**src/rtl/pipelined_tiled_mul.sv**
```systemverilog
// Three-stage tiled multiplier: operand register, per-tile DSP partial products, summed result.
// A valid/ready handshake freezes the whole pipeline while the output is held.
module pipelined_tiled_mul #(
  parameter int A_WIDTH   = 32,
  parameter int B_WIDTH   = 32,
  parameter int OUT_WIDTH = 64,
  parameter int TILE_A    = 17,
  parameter int TILE_B    = 17,
  parameter int TAG_WIDTH = 4
) (
  input  logic                 clk,
  input  logic                 rst,
  input  logic                 in_valid,
  output logic                 in_ready,
  input  logic                 in_signed,
  input  logic [TAG_WIDTH-1:0] in_tag,
  input  logic [A_WIDTH-1:0]   a,
  input  logic [B_WIDTH-1:0]   b,
  output logic                 out_valid,
  input  logic                 out_ready,
  output logic [TAG_WIDTH-1:0] out_tag,
  output logic [OUT_WIDTH-1:0] out
);

  localparam int NA  = (A_WIDTH + TILE_A - 1) / TILE_A;
  localparam int NB  = (B_WIDTH + TILE_B - 1) / TILE_B;
  localparam int NP  = NA * NB;
  localparam int AP  = NA * TILE_A;
  localparam int BP  = NB * TILE_B;
  localparam int PPW = TILE_A + TILE_B + 2;
  localparam int XW  = (PPW > OUT_WIDTH) ? PPW : OUT_WIDTH;

  if (TILE_A > 26 || TILE_B > 17 || OUT_WIDTH > A_WIDTH + B_WIDTH ||
      A_WIDTH < 2 || B_WIDTH < 2) begin : g_bad_params
    $error("pipelined_tiled_mul: illegal parameter combination");
  end

  logic stall;
  assign stall    = out_valid && !out_ready;
  assign in_ready = !stall;

  // Stage 1: operands
  logic                 s1_valid_reg;
  logic                 s1_signed_reg;
  logic [TAG_WIDTH-1:0] s1_tag_reg;
  logic [A_WIDTH-1:0]   s1_a_reg;
  logic [B_WIDTH-1:0]   s1_b_reg;

  always_ff @(posedge clk) begin
    if (rst) begin
      s1_valid_reg <= 1'b0;
    end else if (!stall) begin
      s1_valid_reg <= in_valid;
    end
  end

  always_ff @(posedge clk) begin
    if (!stall) begin
      s1_signed_reg <= in_signed;
      s1_tag_reg    <= in_tag;
      s1_a_reg      <= a;
      s1_b_reg      <= b;
    end
  end

  // Pad operands to whole tiles; the padding carries the sign in signed mode.
  logic [AP-1:0] a_pad;
  logic [BP-1:0] b_pad;
  always_comb begin
    a_pad = {AP{s1_signed_reg & s1_a_reg[A_WIDTH-1]}};
    b_pad = {BP{s1_signed_reg & s1_b_reg[B_WIDTH-1]}};
    a_pad[A_WIDTH-1:0] = s1_a_reg;
    b_pad[B_WIDTH-1:0] = s1_b_reg;
  end

  // Stage 2: partial products
  logic                  s2_valid_reg;
  logic [TAG_WIDTH-1:0]  s2_tag_reg;
  logic signed [PPW-1:0] pp_next [NP];
  logic signed [PPW-1:0] s2_pp_reg [NP];
  logic [OUT_WIDTH-1:0]  term [NP];

  for (genvar gi = 0; gi < NP; gi++) begin : g_pp
    localparam int IA  = gi / NB;
    localparam int IB  = gi % NB;
    localparam int OFF = IA * TILE_A + IB * TILE_B;
    logic signed [TILE_A:0] sa;
    logic signed [TILE_B:0] sb;
    logic signed [XW-1:0]   pp_x;
    logic [XW-1:0]          pp_sh;
    // Only the top slice may be negative; lower slices get a zero extension bit.
    assign sa = {(IA == NA - 1) ? a_pad[AP-1] : 1'b0, a_pad[IA*TILE_A +: TILE_A]};
    assign sb = {(IB == NB - 1) ? b_pad[BP-1] : 1'b0, b_pad[IB*TILE_B +: TILE_B]};
    assign pp_next[gi] = sa * sb;
    assign pp_x  = s2_pp_reg[gi];
    assign pp_sh = pp_x << OFF;
    assign term[gi] = pp_sh[OUT_WIDTH-1:0];
  end

  always_ff @(posedge clk) begin
    if (rst) begin
      s2_valid_reg <= 1'b0;
    end else if (!stall) begin
      s2_valid_reg <= s1_valid_reg;
    end
  end

  always_ff @(posedge clk) begin
    if (!stall) begin
      s2_tag_reg <= s1_tag_reg;
      for (int k = 0; k < NP; k++) begin
        s2_pp_reg[k] <= pp_next[k];
      end
    end
  end

  // Stage 3: sum modulo 2^OUT_WIDTH
  logic [OUT_WIDTH-1:0] sum_next;
  always_comb begin
    sum_next = '0;
    for (int k = 0; k < NP; k++) begin
      sum_next = sum_next + term[k];
    end
  end

  logic                 out_valid_reg;
  logic [TAG_WIDTH-1:0] out_tag_reg;
  logic [OUT_WIDTH-1:0] out_reg;

  always_ff @(posedge clk) begin
    if (rst) begin
      out_valid_reg <= 1'b0;
      out_tag_reg   <= '0;
      out_reg       <= '0;
    end else if (!stall) begin
      out_valid_reg <= s2_valid_reg;
      out_tag_reg   <= s2_tag_reg;
      out_reg       <= sum_next;
    end
  end

  assign out_valid = out_valid_reg;
  assign out_tag   = out_tag_reg;
  assign out       = out_reg;

endmodule

```
**config.mk**
```make
export PLATFORM = sky130hd
export DESIGN_NAME = pipelined_tiled_mul
export DESIGN_NICKNAME = d
export VERILOG_FILES = /design/src/rtl/pipelined_tiled_mul.sv
export SDC_FILE = /design/constraint.sdc
export NUM_CORES = 2
export LEC_CHECK = 0
export CAP_MARGIN = 10
export CORE_UTILIZATION = 50
export DETAILED_ROUTE_END_ITERATION = 6
export PLACE_DENSITY = 0.79
export SLEW_MARGIN = 0
export SYNTH_ARGS = -nofsm -noshare
export SYNTH_HDL_FRONTEND = slang
export SYNTH_SLANG_ARGS = --single-unit
```
**constraint.sdc**
```tcl
create_clock -name clk -period 10.8 [get_ports clk]
set_input_delay 2.16 -clock clk [delete_from_list [all_inputs] [get_ports clk]]
set_output_delay 2.16 -clock clk [all_outputs]
set_load 0.01 [all_outputs]
```
# == After elaboration in Yosys (flattened, before gate mapping) ==
# Memories as Yosys holds them, arrays and structs flattened.
# Cells that the tools add are included.
# op_classes
add_sub_neg,3
mul,4
muxes,1
bitwise_logic,2
n_reduce_logical,3
# ops
operator,n
64-bit adder,1
54-bit by 53-bit adder with 55-bit output,1
36-bit by 53-bit adder with 54-bit output,1
16-bit by 18-bit multiplier with 34-bit output,1
17-bit by 17-bit multiplier with 34-bit output,1
18-bit by 16-bit multiplier with 34-bit output,1
16-bit by 16-bit multiplier with 32-bit output,1
1-bit AND,2
1-bit zero test,2
1-bit logical AND,1
1-bit 2-to-1 mux,1
# totals
regBits,144
ramBits,144
input_bits,73
output_inout_bits,70
elab_cells,24
mem_count,1
# memory_table
memory,depth,word_bits,rd,rd_clocked_by_memory_dff,write_ports,line_no,text
s2_pp_reg,4,36,4,0,4,80,logic signed [PPW-1:0] s2_pp_reg [NP];

# == Longest topological paths before layout ==
# An unclocked memory read counts as a cell.
# logic_depth
ltp_word,4
mapped_depth,27
depth_no_buf,27

# == Worst setup path before layout ==
# No wires, ideal clock.
# synth_path
path_kind,input -> output
startpoint,in out_ready
endpoint,out in_ready
t_arrival_ns,8.422
required_time_ns,8.640
slack_ns,0.218
stages,4
path_buffers,2
cell_sequence,nor2b_1 -> inv_1 -> clkbuf_1 -> clkbuf_1
# synth_between
elab_chain_len,3
# synth_lines
element,line_no,text
"start, declared",20,"input logic out_ready,"
1-bit zero test,39,assign stall = out_valid && !out_ready;
1-bit logical AND,39,
1-bit zero test,--,
"end, declared",14,"output logic in_ready,"
# Every way passes these cells.

==> flow_summary.json <==
{
  "status": "finished, final reports clean",
  "fmax_ghz": 0.136,
  "critPathMaxFanout": 39,
  "yosys.cell_types.count": 73,
  "rows": 115,
  "fin_setup_tns_ns": 0,
  "max_slew_margin_pct": 30.8,
  "endpoint_kind": "flop",
  "ios": 143,
  "synth_ff_type": "edfxtp_1",
  "root_buffer": "clkbuf_16",
  "drt_iter0_drc": 2747,
  "wirelength_mm": 124,
  "ys_seq_area_share_pct": 15.3,
  "largest_reg_flops": 132,
  "yosysWarnings": 0,
  "initial_utilization_pct": 50.4,
  "viasPerCell": 5.45,
  "cts_buffer_depth": 3,
  "arrival_ns": 7.65,
  "cts.sinks": 276,
  "setup_viol": 0,
  "die_area_um2": 101000,
  "drt.antenna.violating_nets": 0,
  "core-area_um2": 98400,
  "htree_num_levels": 2,
  "grt_usage_pct": 25.7,
  "period_needed_ns": 7.34,
  "cap_violations": 0,
  "rsz0062_at_grt": "no",
  "synthCells": 5307,
  "final_util_pct": 54.3,
  "synth_enable_flop_cells": 205,
  "area_growth_syn_to_layout_pct": 7.69,
  "skew_ns": 0.0297,
  "postCtsHoldBufs": 0,
  "cts_resized": 0,
  "dp_hpwl_mm": 91.0,
  "crit_required_ns": 11.11,
  "drc_errors": 0,
  "drv_slew": 0,
  "hold_viol_final": 0,
  "netlist.area_leader.share_pct": 36.6,
  "syn_nets": 6802,
  "antenna_found_initial": 5,
  "tightest_slew_ns": 1.03,
  "async_reset_ff_share_pct": 0,
  "cts_tree": "yes",
  "fin_nets": 6822,
  "io_buffer_count": 142,
  "post-place-ws_ns": 3.60,
  "overflow": 0,
  "start_kind": "flop",
  "grt_pass1_vias": 38922,
  "hold_class": "flop to flop",
  "avgSynthCellArea_um2": 9.35,
  "place_congestion": 0.935,
  "synth_area_leaders": "fa_1, ha_1, edfxtp_1, inv_1, and2_1",
  "path_clk_slew_ns": 0.06,
  "grt_pass1_wl_mm": 203,
  "die_h_um": 317,
  "fin_ws_ns": 3.46,
  "clk_latency_ns": 0.59,
  "routedWlPerCell_um": 18.6,
  "crit_type": "flop to flop",
  "num_vias": 36189,
  "die_w_um": 317,
  "placed_cells": 6577,
  "firstDrtPassIters": 5,
  "drive_gt1_share_pct": 3.08,
  "post-route-period-util_pct": 68.0,
  "grt_start_max_net_pins": 77,
  "post_cts_buffers": 0,
  "instances_no_fill": 6641,
  "syn-cell-area_um2": 49600,
  "yosysTopAreaCell": "fa_1",
  "numCtsBuffers": 35,
  "synth-seq-cells": 276
}
==> per-layer routing <==
layer	track usage, %	wire (µm)	vias up
li1	-	-	16189
met1	32.7	48600	18123
met2	42.9	58800	1573
met3	5.28	11400	298
met4	9.69	4930	6
met5	0	30	-
==> Yosys cell counts (all sizes together), types with 8 or more instances <==
| cell | n |
|---|---|
| inv | 1192 |
| fa | 907 |
| nand2 | 734 |
| ha | 515 |
| and2 | 482 |
| clkbuf | 223 |
| edfxtp | 205 |
| a21oi | 197 |
| xnor2 | 118 |
| nor2 | 117 |
| a21o | 88 |
| dfxtp | 71 |
| o21ai | 68 |
| xor2 | 54 |
| nand3 | 32 |
| o21a | 30 |
| a211oi | 28 |
| o21bai | 28 |
| nor3 | 20 |
| nand2b | 18 |
| and3 | 17 |
| or2 | 16 |
| nand4 | 15 |
| nor2b | 14 |
| or3 | 11 |
| o211ai | 10 |
| a211o | 9 |
| a31oi | 8 |
==> placed cells by master (no fill, tap or decap), types with 88 or more instances in the layout <==
master	netlist	final
ha_1	515	515
fa_1	907	907
clkdlybuf4s50_1	0	141
and2_1	481	481
nand2_1	734	734
nor2_1	117	117
a21oi_1	194	194
xnor2_1	118	118
inv_1	1192	1191
a21o_1	88	88
edfxtp_1	205	205
==> logic make-up (layout without fill, tap and decap cells) <==
family	after synthesis	after routing	synth area share, %
compound gates	527	527	6.98
xor+xnor	172	172	3.04
fa+ha+maj	1422	1422	49.6
buf+inv	1421	1467	10.7
flops	276	276	15.3
mux	2	2	0.0403
other cells	0	1	0
simple gates	1487	1487	14.3
==> stage by stage <==
step | area [µm²] | hold WS (ns)
after CTS | 53400 | 0.423
after detailed placement | 52300 | 0.405
after floorplan | 49600 | 0.400
after global routing | 53400 | 0.441
final | 53400 | 0.421
after global placement | 52300 | 0.408
==> final timing paths <==
path,depth (start not counted),end,slack (ns),from
min,0,s2_tag_reg[3],0.42,s1_tag_reg[3]
min reg2reg,0,s2_tag_reg[3],0.42,s1_tag_reg[3]
max,24,s2_pp_reg[2][34],3.46,s1_a_reg[31]
max reg2reg,24,s2_pp_reg[2][34],3.46,s1_a_reg[31]
==> worst max-delay path, cell delays in order (launching register included) <==
cell	delay, ns
edfxtp_1	0.32
buf_4	0.36
nand2_1	0.30
inv_1	0.55
nand2b_1	0.16
fa_1	0.48
fa_1	0.49
inv_1	0.05
fa_1	0.51
fa_1	0.45
fa_1	0.50
inv_1	0.05
fa_1	0.48
inv_1	0.04
ha_1	0.38
o21a_1	0.20
o21a_1	0.16
o21ai_1	0.22
a211oi_1	0.11
a21oi_1	0.23
a21oi_1	0.17
a311oi_2	0.40
o221ai_1	0.17
a21oi_1	0.20
xnor2_1	0.08
==> area by class of cell <==
type                       instances  area [µm²]
antenna                            1        2.50
clock buffer                      46         990
clock inverter                    17         116
fill                            8508       45000
inverter                        1192        4480
multi-input combinational       3610       36700
sequential                       276        7580
tap                             1287        1610
timing repair buffer             212        1940
Power is left out: the tool's default activity adds up to more than one toggle a clock period on the data nets, which glitch-free logic cannot reach.
